[config.mk]
export PLATFORM = sky130hd
export DESIGN_NAME = disk_ii_stream
export DESIGN_NICKNAME = d
export VERILOG_FILES = /design/src/rtl/disk_ii_stream.sv
export SDC_FILE = /design/constraint.sdc
export NUM_CORES = 1
export LEC_CHECK = 0
export BUFFER_PORTS_ARGS = -buffer_cell sky130_fd_sc_hd__buf_2
export CAP_MARGIN = 20
export CORE_UTILIZATION = 52
export CTS_CLUSTER_SIZE = 25
export DETAILED_ROUTE_END_ITERATION = 6
export PLACE_DENSITY_LB_ADDON = 0.05
export SLEW_MARGIN = 20
export SYNTH_ARGS = -nofsm -noshare
export SYNTH_HDL_FRONTEND = slang
export SYNTH_SLANG_ARGS = --single-unit
[constraint.sdc]
create_clock -name clk -period 3.05 [get_ports clk]
set_input_delay 0.1525 -clock clk [delete_from_list [all_inputs] [get_ports clk]]
set_output_delay 0.1525 -clock clk [all_outputs]
set_load 0.1 [all_outputs]
[src/rtl/disk_ii_stream.sv]
// Disk II rotating-media emulation: walks a track image at the byte rate, feeding the
// controller data latch in read mode and writing the CPU byte back in write mode.
module disk_ii_stream #(
  parameter int unsigned TRACK_LEN = 6656,
  parameter int unsigned BYTE_US   = 32
) (
  input  logic        clk,
  input  logic        reset,
  input  logic        cen_1m,
  input  logic        motor_on,
  input  logic        write_mode,
  input  logic        track_ready,
  input  logic        track_busy,
  input  logic        rd_strobe,
  input  logic        wr_strobe,
  input  logic [7:0]  wr_data,
  output logic [7:0]  latch_out,
  output logic [12:0] ram_addr,
  input  logic [7:0]  ram_do,
  output logic [7:0]  ram_di,
  output logic        ram_we,
  output logic        active
);

  localparam logic [4:0]  BitLast = 5'(BYTE_US - 1);
  localparam logic [12:0] PosLast = 13'(TRACK_LEN - 1);

  typedef enum logic [1:0] {StIdle, StAddr, StData} state_e;

  state_e      state_q, state_d;
  logic [4:0]  bit_cnt_q;
  logic [12:0] pos_q;
  logic [7:0]  wr_reg_q;
  logic [7:0]  latch_q, latch_d;
  logic        wmode_q;
  logic        active_q;
  logic        boundary;

  assign boundary = motor_on & cen_1m & (bit_cnt_q == BitLast);

  always_ff @(posedge clk) begin
    if (reset) begin
      state_q   <= StIdle;
      bit_cnt_q <= '0;
      pos_q     <= '0;
      wr_reg_q  <= '0;
      latch_q   <= '0;
      wmode_q   <= 1'b0;
      active_q  <= 1'b0;
    end else begin
      if (motor_on && cen_1m) begin
        if (bit_cnt_q == BitLast) begin
          bit_cnt_q <= '0;
          pos_q     <= (pos_q == PosLast) ? 13'd0 : pos_q + 13'd1;
        end else begin
          bit_cnt_q <= bit_cnt_q + 5'd1;
        end
      end
      state_q <= state_d;
      // Mode is frozen for the remainder of the access once the address cycle is seen.
      if (state_q == StAddr) wmode_q <= write_mode;
      if (wr_strobe) wr_reg_q <= wr_data;
      latch_q  <= latch_d;
      active_q <= motor_on & track_ready;
    end
  end

  always_comb begin
    state_d = state_q;
    latch_d = latch_q;
    ram_we  = 1'b0;
    unique case (state_q)
      StIdle: if (boundary && track_ready && !track_busy) state_d = StAddr;
      StAddr: begin
        state_d = StData;
        ram_we  = write_mode;
      end
      StData:  state_d = StIdle;
      default: state_d = StIdle;
    endcase
    if (rd_strobe && latch_q[7]) latch_d = 8'h00;
    // A fresh byte takes priority over a CPU read clearing the latch.
    if (state_q == StData && !wmode_q) latch_d = ram_do | 8'h80;
  end

  assign latch_out = latch_q;
  assign ram_addr  = pos_q;
  assign ram_di    = wr_reg_q;
  assign active    = active_q;

endmodule

==> reports/qor.txt, run 1 <==
flops & latches, synth - 38
RSZ-0062 raised after global routing - no
status - finished with violations
Inst Count DP - 250
Worst Tran Pin Value - 550 ps
Fin Hold WS - 22.5 ps
post-synthesis xor/xnor area fraction - 4.95%
initial antenna violation count - 0
vias in the first global route - 1302
I/O pin cnt - 56
area delta synth->final - 23.8%
CP startpoint kind - flop
core outline area - 2830 sq um
Clock Path Buffers - 2
Simple-Gate Fraction of Synth Area - 27.8%
hold-critical path endpoint - latch_out[4]
clock sink total - 38
Setup Fix Bufs, Post-CTS - 0
reg2reg setup slack - 980 ps
initial core utilization - 56.3%
Worst EP arrival - 2350 ps
Avg Cell Area, Syn - 9.27 sq um
EDFF count, synth - 0
VDD IR-drop max - 0.474 mV
Detailed Place HPWL - 2260 um
Reg2Reg Launch Point - bit_cnt_q[0]
wire length per cell - 12.1 um
combinational fraction of design power - 9.3%
via/cell ratio - 5.41
final net count - 254
Clock Root Buffer - clkbuf_4
Critical Path RT - 3340 ps
depth of the most critical reg-to-reg path - 7
Finished Layout Cells - 258
CTS clock-pin slew for the worst setup and hold paths - 120 ps
Resize count post-CTS - 0
most common flop cell mapped by yosys - dfxtp_1
Vias - 1397
Total GRT Usage - 20.9%
H-tree levels - 2
largest family of logic cells by synthesized area - simple AND/OR/NAND/NOR gates
Slew Limit Fails - 0
total CTS buffers - 5
crit share post-route - 67.8%
Max-Cap Viols - 0
Compound-Gate Fraction of Synth Area - 8.01%
Worst Path Max Fanout - 7
Clock Skew - 4.49 ps
DRT iter0 DRCs - 67
Net Switching - 0.248 mW
CTS tree - built
layout cell share with drive strength beyond 1 - 31.7%
Worst Path Class, Setup - reg2reg
failing checks - DRC
Final TNS setup - 0 ps
Hold Path Depth - 3
fmax - 484 MHz
Slew HR - 63.4%
hold_buf cts - 0
Layout Utilization - 69.7%
wirelength, routed - 3110 um
DRT Pass-1 Iters - 6
post-synthesis sequential area ratio - 47.7%
largest net degree at the start of global routing - 33
IO buf count - 54
GRT overflow - 0
synthesized instance count - 172
post-synthesis adder-cell area fraction - 2.35%
crit path time final - 2070 ps
post-route cell area - 1970 sq um
placed cell area - 1860 sq um
Placer Congestion - 0.754
worst hold path type - in2reg
antenna cells - 0
asr flop ratio synth - 0%
Sequential Power Share - 48.2%
Sw Ratio - 23.5%
final worst setup slack - 983 ps
Vert. Die Dim - 57.4 um
Hold Startpoint - ram_do[4]
dpl ws - 1020 ps
syn nets - 200
Worst Setup End Kind - flop
Synth warnings - 0
Clock power frac - 42.5%
Detail Route Antenna Nets - 0
worst skew pair latency - 350 ps
DRC violations left - 2
Pleak - 0.902 nW
Pwr Total - 1.05 mW
multiplexer share of the synthesized area - 6.36%
Setup-failing EPs final - 0
width of the die - 57.4 um
final hold violations - 0
pwr/cell area - 534 nW/um^2
Reg-to-Reg End - ram_addr[11]
cell area after synthesis - 1590 sq um
Site Rows - 19
Yosys cell types - 36
first-pass GRT wire length - 5320 um
P_int - 0.806 mW
die area - 3290 sq um
-- per-layer routing --
layer	track usage, %	share of wire (%)
met4	9.06	0.96
met2	33.2	47
met5	0	0
met3	7.71	5.7
met1	25.2	47
-- synthesized netlist by cell type, drive strengths merged, types with 2 or more instances --
cell,n,share of area [%]
a21oi,15,4.9
clkbuf,4,0.94
and4,2,1.4
dfxtp,38,48
mux2i,9,5.7
buf,3,1.6
or4b,2,1.3
ha,3,2.4
xor2,6,3.3
nor2,27,6.8
nor3,4,1.3
nand2,14,3.5
o21ai,3,0.94
nand4,8,3.5
and3,4,1.6
nand2b,2,0.78
xnor2,3,1.6
nand3,13,4.4
-- worst max-delay path: stages (launching register included) --
cell and delay [ps]:
dfxtp_1 410, ha_1 200, and3_1 170, ha_1 290, and3_1 370, nand2_2 70, or3_1 360, a21oi_2 140
-- layout make-up --
class                           count  area (sq um)
Inverter                            1          3.75
Clock inverter                      2          60.1
Clock buffer                        6          51.3
Sequential cell                    38           761
Multi-Input combinational cell    126           788
Tap cell                           31          38.8
Timing Repair Buffer               54           270
Fill cell                         229           856
-- kinds of logic after synthesis --
kind of cell	Yosys count
adder cells (fa/ha/maj)	3
buffers and inverters	8
AO/OA/AOI/OAI	22
multiplexers	10
flip-flops	38
AND/OR/NAND/NOR	82
XOR/XNOR	9
-- flip-flops by register name, summed over array words and instances (netlist names) --
register	count
state_q	2
ram_di	8
active	1
latch_out	8
wmode_q	1
bit_cnt_q	5
ram_addr	13
-- layout by cell type, fill, tap and decap left out, types with 5 or more instances in the layout --
| cell type | count |
|---|---|
| buf_2 | 54 |
| dfxtp_1 | 38 |
| nor2_1 | 26 |
| a21oi_1 | 14 |
| nand2_1 | 13 |
| nand3_1 | 12 |
| mux2i_1 | 9 |
| nand4_1 | 7 |
| xor2_1 | 6 |
| clkbuf_4 | 5 |
-- how the worst max path moves through the flow --
stage                       startpoint           end
after global routing      bit_cnt_q[0]  ram_addr[11]
final                     bit_cnt_q[0]  ram_addr[11]
after detailed placement  bit_cnt_q[0]  ram_addr[11]
after global placement    bit_cnt_q[0]  ram_addr[11]
after CTS                 bit_cnt_q[0]  ram_addr[11]
after floorplan            ram_addr[0]  ram_addr[10]
-- power groups by stage --
stage               registers [mW]  clock network [mW]  logic (mW)
floorplan                    0.568                   0      0.0231
global placement             0.519                   0      0.0967
detailed placement           0.520                   0      0.0983
CTS                          0.509               0.453      0.0985
global route                 0.510               0.480       0.105
finish                       0.509               0.448      0.0982
Note: power is estimated with default switching activity, not from simulation.
==> inputs of run 2 (changes only) <==
--- a/config.mk
+++ b/config.mk
@@ -7,7 +7,7 @@
 export LEC_CHECK = 0
 export BUFFER_PORTS_ARGS = -buffer_cell sky130_fd_sc_hd__buf_2
 export CAP_MARGIN = 20
-export CORE_UTILIZATION = 52
+export CORE_UTILIZATION = 44
 export CTS_CLUSTER_SIZE = 25
 export DETAILED_ROUTE_END_ITERATION = 6
 export PLACE_DENSITY_LB_ADDON = 0.05
==> constraint.sdc (replaced) <==
create_clock -name clk -period 1.8 [get_ports clk]
set_input_delay 0.09 -clock clk [delete_from_list [all_inputs] [get_ports clk]]
set_output_delay 0.09 -clock clk [all_outputs]
set_load 0.1 [all_outputs]
==> run 2 against run 1 <==
Effect of this change:
- the flow now finishes without violations
- register-to-register slack lost 890 ps
- flip-flop and latch count is the same
- cell count grew 14%
- sequential power grew 69%
- clock power shrank 7.6%
- non-clock buffer count grew 21
- worst hold slack lost 2.5 ps
- total power grew 40%
- final area grew 10%
- critical path type unchanged
- critical endpoint unchanged
- largest power group unchanged
==> reports/qor.txt, run 2 (synthesis gave the netlist of run 1 again) <==
Critical Path RT - 2070 ps
CP startpoint kind - flop
fmax - 585 MHz
CTS tree - built
fillcell total - 330
Pleak - 0.964 nW
Sequential Power Share - 58.4%
clock sink total - 38
Worst Setup End Kind - flop
crit path time final - 1710 ps
width of the die - 62.2 um
DRT Pass-1 Iters - 4
final worst setup slack - 91.4 ps
Total GRT Usage - 18.6%
Vias - 1515
reg2reg setup slack - 90 ps
DRT iter0 DRCs - 66
antenna cells - 0
Max-Cap Viols - 0
DRC violations left - 0
final net count - 275
I/O pin cnt - 56
Worst EP arrival - 1980 ps
H-tree levels - 2
most frequent cells in the layout - buf_2, dfxtp_1, nor2_1
IO buf count - 54
Final TNS setup - 0 ps
Setup-failing EPs final - 0
Worst Tran Pin Value - 549 ps
via/cell ratio - 5.17
peak per-stage delay on the critical path - 360 ps
GRT overflow - 0
Sw Ratio - 28.0%
Placer Congestion - 0.780
Clock Path Buffers - 2
final hold violations - 0
Pwr Total - 1.47 mW
area delta synth->final - 36.1%
crit share post-route - 94.9%
Slew Limit Fails - 0
Clock Root Buffer - clkbuf_4
VDD IR-drop max - 0.502 mV
core outline area - 3420 sq um
largest net degree at the start of global routing - 33
Fin Hold WS - 20.0 ps
worst skew pair latency - 340 ps
dpl ws - 32.4 ps
Worst Path Class, Setup - reg2reg
total CTS buffers - 5
Finished Layout Cells - 293
P_int - 1.06 mW
CP cell instances - ha_2 > and3_1 > ha_4 > and3_4 > nand2_2 > or3_1 > a21oi_2
slowest CP cell - or3_1
Net Switching - 0.413 mW
first-pass GRT wire length - 5750 um
layout cell share with drive strength beyond 1 - 36.8%
Detailed Place HPWL - 2420 um
worst hold path type - in2reg
combinational fraction of design power - 13.6%
Site Rows - 21
max FFs per register - 13
die area - 3870 sq um
Vert. Die Dim - 62.2 um
status - finished clean
Detail Route Antenna Nets - 0
wire length per cell - 12.1 um
CTS clock-pin slew for the worst setup and hold paths - 120 ps
wirelength, routed - 3550 um
vias in the first global route - 1375
Clock Skew - 17.6 ps
RSZ-0062 raised after global routing - no
Worst Path Max Fanout - 4
Inst Count DP - 270
Slew HR - 63.4%
most common library cell in the layout ignoring fill and taps - buf_2
initial antenna violation count - 0
pwr/cell area - 680 nW/um^2
initial core utilization - 46.7%
Clock power frac - 28.1%
[run 2: cell types whose count changed in the layout (fill, tap and decap cells not counted), moves of 2 or more]
cell / previous run / this run
ha_1: 3 / 1
clkinv_2: 0 / 2
dfxtp_1: 38 / 27
dfxtp_2: 0 / 11
bufinv_16: 2 / 0
buf_4: 0 / 5
dlygate4sd3_1: 0 / 16
[run 2: per-layer routing]
layer | vias up | global-route usage, % | wire [um]
li1 | 757 | - | -
met1 | 707 | 19.9 | 1450
met2 | 46 | 35.4 | 1900
met3 | 5 | 4.60 | 173
met4 | 0 | 6.10 | 36
met5 | - | 0 | 0
[run 2: worst paths after layout]
kind | from | to | cells after the start
worst max register to register | bit_cnt_q[0] | ram_addr[11] | 7
worst min register to register | state_q[0] | state_q[0] | 1
worst max-delay path | bit_cnt_q[0] | ram_addr[11] | 7
worst min-delay path | rd_strobe | latch_out[7] | 3
[run 2: repair_timing]
action	4_1_cts	5_1_grt
buffers inserted	0	0
hold buffers	16	0
gates resized for setup	0	6
endpoints found under the hold margin	16	0
setup endpoints to repair	0	7
[run 2: cell type report]
| type | instances | area, sq um | area share (%) |
|---|---|---|---|
| Multi-Input combinational cell | 126 | 818 | 37.7 |
| Sequential cell | 38 | 774 | 35.7 |
| Timing Repair Buffer | 75 | 468 | 21.6 |
| Tap cell | 46 | 57.6 | 2.65 |
| Clock buffer | 5 | 37.5 | 1.73 |
| Clock inverter | 2 | 10.0 | 0.461 |
| Inverter | 1 | 3.75 | 0.173 |
[run 2: worst max-delay path: cells and delay by family, from the launching register on]
| family | cells | cell delay, ps |
|---|---|---|
| adders and majority gates | 2 | 360 |
| DFF | 1 | 350 |
| AOI/OAI and AO/OA | 1 | 140 |
| and+or+nand+nor | 4 | 800 |
[run 2: per-stage QoR]
| step | instance area (sq um) | utilization (%) |
|---|---|---|
| after CTS | 2140 | 62.7 |
| after detailed placement | 1930 | 56.6 |
| after global routing | 2170 | 63.5 |
| after global placement | 1930 | 56.6 |
| final | 2170 | 63.5 |
| after floorplan | 1610 | - |
[run 2: power groups by stage]
| stage | registers (mW) | clock network, mW | logic (mW) |
|---|---|---|---|
| finish | 0.861 | 0.414 | 0.200 |
| global route | 0.863 | 0.468 | 0.211 |
| CTS | 0.861 | 0.426 | 0.199 |
| detailed placement | 0.880 | 0 | 0.172 |
| global placement | 0.878 | 0 | 0.170 |
| floorplan | 0.963 | 0 | 0.0393 |
